<file path="src/rtl/textmode_pkg.sv">
// textmode_pkg: screen geometry, control codes and console state shared by the console and the GPU.
package textmode_pkg;
  localparam int FONT_W = 8;
  localparam int FONT_H = 16;
  localparam int SCREEN_W = 640;
  localparam int SCREEN_H = 480;
  localparam int DEF_COLS = SCREEN_W / FONT_W;
  localparam int DEF_ROWS = SCREEN_H / FONT_H;
  localparam int SB_NWORDS = DEF_COLS * DEF_ROWS / 4;
  localparam logic [7:0] CH_BS = 8'h08;
  localparam logic [7:0] CH_LF = 8'h0A;
  localparam logic [7:0] CH_FF = 8'h0C;
  localparam logic [7:0] CH_CR = 8'h0D;
  localparam logic [7:0] CH_SPACE = 8'h20;
  typedef enum logic [1:0] {ST_IDLE, ST_PUT, ST_CLR_LINE, ST_CLR_ALL} con_state_e;
endpackage

</file>
<file path="src/rtl/sb_write_port.sv">
// sb_write_port: single-outstanding bus write; holds a request until m_ready, then idles one cycle.
module sb_write_port (
  input  logic        clk,
  input  logic        rst,
  input  logic        req_i,
  input  logic [31:0] addr_i,
  input  logic [31:0] data_i,
  input  logic [3:0]  mask_i,
  input  logic        m_ready_i,
  output logic        done_o,
  output logic [31:0] m_addr_o,
  output logic [31:0] m_wdata_o,
  output logic [3:0]  m_wmask_o,
  output logic        m_wen_o
);
  assign done_o = m_wen_o & m_ready_i;
  always_ff @(posedge clk or negedge rst) begin
    if (!rst) begin
      m_wen_o <= 1'b0;
      m_addr_o <= '0;
      m_wdata_o <= '0;
      m_wmask_o <= '0;
    end else if (done_o) begin
      m_wen_o <= 1'b0;
    end else if (!m_wen_o && req_i) begin
      m_wen_o <= 1'b1;
      m_addr_o <= addr_i;
      m_wdata_o <= data_i;
      m_wmask_o <= mask_i;
    end
  end
endmodule

</file>
<file path="src/rtl/text_console_ctrl.sv">
// text_console_ctrl: byte-stream console driving the textmode screenbuffer.
// Define TEXT_CONSOLE_AUTOCLEAR_EN to blank every new line with CLR_LINE.
module text_console_ctrl
  import textmode_pkg::*;
#(
  parameter logic [31:0] SCREENBUFFER_BASE_ADDR = 32'h8000,
  parameter int COLS = DEF_COLS,
  parameter int ROWS = DEF_ROWS
) (
  input  logic        clk,
  input  logic        rst,
  input  logic [7:0]  char_in,
  input  logic        char_valid,
  output logic        char_ready,
  input  logic        clear_req,
  output logic        busy,
  output logic [31:0] m_addr,
  output logic [31:0] m_wdata,
  output logic [3:0]  m_wmask,
  output logic        m_wen,
  input  logic        m_ready,
  output logic [4:0]  cursor_row,
  output logic [6:0]  cursor_col
);
`ifdef TEXT_CONSOLE_AUTOCLEAR_EN
  localparam bit AUTOCLR = 1'b1;
`else
  localparam bit AUTOCLR = 1'b0;
`endif
  localparam logic [9:0] LAST_WORD = 10'(ROWS * COLS / 4 - 1);
  localparam logic [9:0] LINE_WORDS = 10'(COLS / 4);
  con_state_e state_q;
  logic [4:0] row_q, nrow;
  logic [6:0] col_q;
  logic [9:0] cnt_q, cur_line, nline, line_last, req_word;
  logic [11:0] idx, bidx;
  logic bs_q, is_ctrl, accept, do_glyph, do_bs, do_lf, do_clr_all, in_clr, req, done;
  logic [31:0] req_data;
  logic [3:0] req_mask;
  function automatic logic [9:0] line_word(input logic [4:0] r);
    return (COLS == 80) ? 10'({r, 4'd0}) + 10'({r, 2'd0}) : 10'(r * (COLS / 4));
  endfunction
  assign char_ready = (state_q == ST_IDLE) & ~clear_req;
  assign busy = state_q != ST_IDLE;
  assign cursor_row = row_q;
  assign cursor_col = col_q;
  always_comb begin
    nrow = (row_q == 5'(ROWS - 1)) ? 5'd0 : row_q + 5'd1;
    cur_line = line_word(row_q);
    nline = line_word(nrow);
    line_last = cur_line + LINE_WORDS - 10'd1;
    idx = {cur_line, 2'b00} + 12'(col_q);
    bidx = idx - 12'd1;
    is_ctrl = char_in inside {CH_BS, CH_LF, CH_FF, CH_CR};
    accept = char_valid & char_ready;
    do_clr_all = (state_q == ST_IDLE) & (clear_req | (char_valid & (char_in == CH_FF)));
    do_glyph = accept & ~is_ctrl;
    do_bs = accept & (char_in == CH_BS) & (col_q != 7'd0);
    do_lf = accept & (char_in == CH_LF);
    in_clr = (state_q == ST_CLR_LINE) | (state_q == ST_CLR_ALL);
    req = do_clr_all | do_glyph | do_bs | (do_lf & AUTOCLR) | (in_clr & ~m_wen);
    req_word = in_clr ? cnt_q : do_clr_all ? 10'd0 : do_lf ? nline : do_bs ? bidx[11:2] : idx[11:2];
    req_data = do_glyph ? {4{char_in}} : {4{CH_SPACE}};
    req_mask = do_glyph ? 4'd1 << idx[1:0] : do_bs ? 4'd1 << bidx[1:0] : 4'hF;
  end
  sb_write_port u_port (
    .clk(clk),
    .rst(rst),
    .req_i(req),
    .addr_i(SCREENBUFFER_BASE_ADDR + {20'd0, req_word, 2'd0}),
    .data_i(req_data),
    .mask_i(req_mask),
    .m_ready_i(m_ready),
    .done_o(done),
    .m_addr_o(m_addr),
    .m_wdata_o(m_wdata),
    .m_wmask_o(m_wmask),
    .m_wen_o(m_wen)
  );
  always_ff @(posedge clk or negedge rst) begin
    if (!rst) begin
      state_q <= ST_IDLE;
      row_q <= '0;
      col_q <= '0;
      cnt_q <= '0;
      bs_q <= 1'b0;
    end else begin
      case (state_q)
        ST_IDLE:
          if (do_clr_all) begin
            state_q <= ST_CLR_ALL;
            cnt_q <= '0;
          end else if (accept) begin
            if (char_in == CH_LF) begin
              col_q <= '0;
              row_q <= nrow;
              if (AUTOCLR) begin
                state_q <= ST_CLR_LINE;
                cnt_q <= nline;
              end
            end else if (char_in == CH_CR) begin
              col_q <= '0;
            end else if (char_in == CH_BS) begin
              if (col_q != 7'd0) begin
                col_q <= col_q - 7'd1;
                bs_q <= 1'b1;
                state_q <= ST_PUT;
              end
            end else begin
              bs_q <= 1'b0;
              state_q <= ST_PUT;
            end
          end
        ST_PUT:
          if (done) begin
            state_q <= ST_IDLE;
            // a backspace blanks the cell in place; only glyphs advance the cursor
            if (!bs_q) begin
              if (col_q == 7'(COLS - 1)) begin
                col_q <= '0;
                row_q <= nrow;
                if (AUTOCLR) begin
                  state_q <= ST_CLR_LINE;
                  cnt_q <= nline;
                end
              end else begin
                col_q <= col_q + 7'd1;
              end
            end
          end
        ST_CLR_LINE:
          if (done) begin
            if (cnt_q == line_last) state_q <= ST_IDLE;
            else cnt_q <= cnt_q + 10'd1;
          end
        ST_CLR_ALL:
          if (done) begin
            if (cnt_q == LAST_WORD) begin
              state_q <= ST_IDLE;
              row_q <= '0;
              col_q <= '0;
            end else begin
              cnt_q <= cnt_q + 10'd1;
            end
          end
        default: state_q <= ST_IDLE;
      endcase
    end
  end
endmodule

</file>
<file path="config.mk">
export PLATFORM = sky130hd
export DESIGN_NAME = text_console_ctrl
export DESIGN_NICKNAME = d
export VERILOG_FILES = /design/src/rtl/textmode_pkg.sv /design/src/rtl/sb_write_port.sv /design/src/rtl/text_console_ctrl.sv
export SDC_FILE = /design/constraint.sdc
export NUM_CORES = 1
export LEC_CHECK = 0
export BUFFER_PORTS_ARGS = -buffer_cell sky130_fd_sc_hd__buf_4
export CORE_UTILIZATION = 49
export CTS_CLUSTER_SIZE = 16
export DETAILED_ROUTE_END_ITERATION = 8
export GPL_TIMING_DRIVEN = 0
export PLACE_DENSITY = 0.81
export RECOVER_POWER = 25
export SYNTH_ARGS = -nofsm -noshare
export SYNTH_HDL_FRONTEND = slang
export SYNTH_SLANG_ARGS = --single-unit
</file>
<file path="constraint.sdc">
create_clock -name clk -period 2.85 [get_ports clk]
set_input_delay 0.855 -clock clk [delete_from_list [all_inputs] [get_ports clk]]
set_output_delay 0.855 -clock clk [all_outputs]
set_load 0.005 [all_outputs]
</file>
* Word-level counts from Yosys, hierarchy flattened
Index checks and enable logic that the tools add are counted.
Word-level totals: register bits 94, input bits 13, output and inout port bits 83, logic and storage cells 141
Cells by class: $add $sub $neg 11, equal/unequal tests 31, shift-type cells 2, multiplexer cells 51, bitwise operators 22, reductions and logical operators 15
Operators with widths (count):
- 10-bit 2-to-1 mux | 9
- 7-bit 2-to-1 mux | 11
- 5-bit 2-to-1 mux | 9
- 8-bit by 4-bit == test with 1-bit output (second input constant) | 4
- 32-bit 2-to-1 mux | 1
- 10-bit case mux with 3 select lines | 1
- 9-bit AND reduction | 3
- 2-bit 2-to-1 mux | 11
- 7-bit case mux with 3 select lines | 1
- 9-bit by 7-bit adder with 10-bit output | 2
- 2-bit != test (second input constant) | 10
- 16-bit by 12-bit adder with 17-bit output (first input constant) | 1
- 5-bit case mux with 3 select lines | 1
- 12-bit by 7-bit adder with 12-bit output | 1
- 6-bit AND reduction | 2
- 12-bit by 1-bit subtractor with 12-bit output (second input constant) | 1
- 10-bit by 1-bit adder with 10-bit output (second input constant) | 1
- 10-bit by 5-bit adder with 10-bit output (second input constant) | 1
- 1-bit AND | 10
- 10-bit == test | 1
- 10-bit == test (second input constant) | 1
- 10-bit by 1-bit subtractor with 10-bit output (second input constant) | 1
- 3-bit != test (second input constant) | 3
- 4-bit 2-to-1 mux | 2
- 23 further kinds | 44

* Logic depth before layout (Yosys ltp)
word-level depth 10, depth in mapped cells 11, mapped depth without buffers 11

* By module
A second synthesis with hierarchy kept.
Second synthesis, totals: cells, all modules 517, area, all modules 5474.0 um^2
By module, submodules not included:
- text_console_ctrl | instances 1, cells each 368, area each 2852.7 um^2, seq. area each 625.6 um^2
- sb_write_port | instances 1, cells each 149, area each 2621.3 um^2, seq. area each 1726.7 um^2

* Worst setup path before layout
OpenSTA, ideal clock, no wires.
path type register to register, from reg row_q[0] (netlist: cursor_row[0]), to reg cnt_q[2], library setup time 0.119 ns, data arrival time 2.841 ns, required time 2.731 ns, setup slack -0.110 ns, stages on the path, launching flop included 12, buffers on the path 0, period minus slack after synthesis 2.960 ns, cells stage by stage dfrtp_1 > ha_1 > fa_1 > ha_1 > xnor2_1 > nand3_1 > nor3_1 > nand4b_2 > or3_1 > and3_1 > xnor2_1 > nor2_1
On the way: word-level cells in the longest chain between the ends 6
Ends and longest elaborated chain:
- from (decl) | RTL line text_console_ctrl.sv:33 | logic [4:0] row_q, nrow;
- from (signal assigned) | RTL line text_console_ctrl.sv:96 | row_q <= nrow;
- from (signal assigned) | RTL line text_console_ctrl.sv:121 | row_q <= nrow;
- 9-bit by 7-bit adder with 10-bit output | RTL line text_console_ctrl.sv:41 | return (COLS == 80) ? 10'({r, 4'd0}) + 10'({r, 2'd0}) : 10'(r * (COLS / 4));
- 10-bit by 5-bit adder with 10-bit output | RTL line text_console_ctrl.sv:51 | line_last = cur_line + LINE_WORDS - 10'd1;
- 10-bit by 1-bit subtractor with 10-bit output | RTL line text_console_ctrl.sv:51
- 10-bit == test | RTL line text_console_ctrl.sv:133 | if (cnt_q == line_last) state_q <= ST_IDLE;
- 2-bit != test (no line)
- 6-bit AND reduction (no line)
- to (signal assigned) | RTL line text_console_ctrl.sv:124 | cnt_q <= nline;
- to (signal assigned) | RTL line text_console_ctrl.sv:134 | else cnt_q <= cnt_q + 10'd1;
- to (signal assigned) | RTL line text_console_ctrl.sv:143 | cnt_q <= cnt_q + 10'd1;
- to (decl) | RTL line text_console_ctrl.sv:35 | logic [9:0] cnt_q, cur_line, nline, line_last, req_word;
No other way between the ends. A chain may end at the register's enable or synchronous reset.

* Final worst setup path
Ends and elaborated chain as after synthesis.

==> results by group <==
Power
  – NetSw: 1.70 mW
  – Sequential share of power: 0.299
  – Sw frac: 0.450
  – Lkg Pwr: 2.39 nW
  – VDD IR max: about 0.37 mV
  – Power Total: 3.77 mW
  – Clock power share: 0.145
  – P_int: 2.07 mW
  – Cell Pwr Density: 718 nW/µm²
  – Combinational Power Share: 0.556

Critical path
  – Worst-path maximum fanout: 3
  – Worst EP arrival: approximately 3.2 ns
  – Critical Path End Type: register
  – Crit Path Class: reg -> reg
  – CP required: 3.07 ns
  – Worst flop-to-flop path endpoint: cnt_q[2]
  – Critical R2R Launch: cursor_row[0]
  – Setup slack, reg-to-reg: -0.16 ns
  – Worst Setup Start Kind: register
  – Worst reg2reg path depth: 11

Place
  – Port Buffers: 74
  – Hpwl dp: 7.61 mm
  – Routability cong.: 0.926

Timing
  – Final setup fails: 11
  – Unrepaired setup endpoints after global routing: true
  – Worst setup margin: -0.158 ns
  – Max_slew headroom: 0.173
  – Achievable Freq: roughly 0.33 GHz
  – Pins Over Slew Limit: 0
  – Tmin final: 3.01 ns
  – Final hold vios: 0
  – Crit share post-route: 1.06
  – Clock skew: 0.0133 ns
  – Worst-margin pin slew: 1.24 ns

Die
  – Die X: 91.4 µm
  – Core area: 7730 µm²
  – Starting Density: 0.507
  – I/O pin cnt: 96
  – Core Rows: 32
  – Die area: ~8400 µm²
  – Die Y: 91.4 µm

Clocking
  – Hold Buf Count CTS: 0
  – CTS root buf: clkbuf_8
  – Reg clk slew, reported paths: around 0.11 ns
  – Clock Tree Buf Depth: 2
  – Clock sink count: 49
  – Worst skew pair latency: 0.32 ns
  – CTS tree: done
  – H-tree lvl count: 2
  – CTS buffer count: 5

Yosys
  – Syn avg cell area: 8.58 µm²
  – Top_reg_cell synth: dfrtp_1
  – Synth area leader: dfrtp_1
  – Synth area leaders: dfrtp_1 (31%), buf_4 (8.8%), ha_1 (5.1%)
  – EDFF count, synth: 0
  – Post-synth design cell area: between 3000 and 4000 µm²
  – Most common library cells after synthesis: dfrtp_1 (49), nand2_1 (49), buf_4 (46)
  – Post-synthesis sequential area ratio: 0.313
  – Cell count after synthesis: ~460
  – FFs w/ async S/R, synth: 1.00
  – Share of the synthesized area in the top cell type: 0.313
  – Seq cells post-synth: 49
  – Yosys synthesis warning count: 0
  – Synth cell types: 70

Detailed routing
  – Final wirelength: ~11 mm
  – DRC: 0
  – Vias/cell: slightly below 6
  – Routed WL per cell: 16.7 µm
  – DR iter-0 viols: 459
  – Final ANT Viol Nets: 0
  – Drt pass-1 iters: 5
  – DR vias: 3927

Final layout
  – Fin util: 0.679
  – ANT cells: 0
  – Nets: around 600
  – Fillers: 567
  – P&R area growth vs syn: 33.9%
  – Share of layout cells above drive strength 1: 0.370
  – Register area: 1230 µm²
  – Area of the multi-input gates: around 2600 µm²

Global route
  – Total GRT Usage: 0.261
  – Number of global-route vias before repair: 3545
  – Grt total ovfl: 0
  – Largest net degree at the start of global routing: 50
  – Antenna violations before repair: 0
  – First-pass GRT wire length: 17.5 mm

Run
  – Max Cap Viol: 0

Outcome
  – Status: complete, but fails checks
  – Failing checks: negative setup slack

Hold path
  – Hold path endpoint: u_port.m_addr_o[6]
  – Hold_sp: u_port.m_addr_o[6]
  – Worst Hold Class: reg -> reg
  – Hold path cells: 2
## layer usage
metal  up-vias  GRT usage  wire length, µm
met1      1838      0.343             4620
met3        51     0.0410              882
met4         0      0.104              381
met5         -          0                0
li1       1795          -                -
met2       243      0.427             5400
## cells in the final DEF, fill, tap and decap left out, drive strengths merged, types with 3 or more instances in the layout
cell	count
buf	139
or2	3
nor2b	6
o21ai	31
xor2	9
conb	21
dfrtp	49
a21oi	29
ha	16
o31ai	7
and2	5
xnor2	21
nor3	13
a221oi	3
nand3	12
o21a	3
o22ai	6
nor2	45
clkbuf	14
a22oi	4
nor4	5
nand4b	5
inv	10
nand2	49
a21o	5
nand2b	3
mux2i	4
and3	9
fa	3
a22o	6
## critical path, stage by stage, from the launching register on
cell and delay, ns:
dfrtp_2 0.45, ha_4 0.18, fa_2 0.60, ha_4 0.22
xnor2_2 0.18, nand3_2 0.13, nor3_4 0.19, nand4b_4 0.16
or3_4 0.41, and3_4 0.19, xnor2_1 0.14, nor2_1 0.06
## registers in the layout (all words and copies together) (netlist names)
name	flops
u_port.m_addr_o	11
cnt_q	10
u_port.m_wdata_o	8
cursor_col	7
cursor_row	5
u_port.m_wmask_o	4
state_q	2
bs_q	1
u_port.m_wen_o	1
## cells by family (layout without fill, tap and decap cells)
family          after synthesis  after routing  share of synthesized area
xor+xnor                     30             30                     0.0709
flops                        49             49                      0.313
mux                           6              6                     0.0160
buf+inv                      70            165                      0.121
compound gates              119            120                      0.207
fa+ha+maj                    19             19                     0.0664
other cells                   1             21                   0.000957
simple gates                163            163                      0.206
## worst max path at each step
stage / start / end / slack, ns / cells past startpoint
4_1_cts: cursor_row[0] / cnt_q[2] / -0.04 / 11
5_1_grt: cursor_row[0] / cnt_q[2] / -0.20 / 11
3_5_place_dp: cursor_row[0] / cnt_q[5] / -0.29 / 11
6_report: cursor_row[0] / cnt_q[2] / -0.16 / 11
2_1_floorplan: cursor_row[0] / cnt_q[2] / 0.01 / 11
3_3_place_gp: cursor_row[0] / cnt_q[9] / -0.20 / 11
## what timing repair did
item / 4_1_cts / 5_1_grt
gates cloned: 1 / 0
pin swaps: 1 / 8
buffers inserted: 7 / 6
resized for setup: 18 / 39
endpoints found under the setup margin: 20 / 40
## metrics by stage
step           hold slack [ns]  setup TNS (ns)  worst slack, ns  std cells  area, µm²
2_1_floorplan            0.459               0           0.0130        477       4020
3_3_place_gp             0.458           -5.19           -0.197        653       4700
3_5_place_dp             0.472           -6.79           -0.292        653       4700
4_1_cts                  0.494         -0.0357          -0.0357        669       4990
5_1_grt                  0.514           -1.63           -0.203        675       5250
6_report                 0.485          -0.540           -0.158        675       5250
## power groups by stage
stage	clock network (mW)	registers [mW]	logic, mW
2_1_floorplan	0	1.08	1.14
4_1_cts	0.547	1.10	1.83
5_1_grt	0.568	1.15	2.27
3_3_place_gp	0	1.13	1.60
3_5_place_dp	0	1.14	1.66
6_report	0.547	1.13	2.10
## area by class of cell
cell class              instances  area share
flip-flops and latches         49       0.235
inverters                      10     0.00715
plain buffers                  60      0.0832
well taps                     102      0.0243
clock buffers                   6      0.0157
repair buffers                 87       0.125
clock inverters                 2     0.00715
multi-input cells             359       0.502
Note: power is estimated with default switching activity, not from simulation.
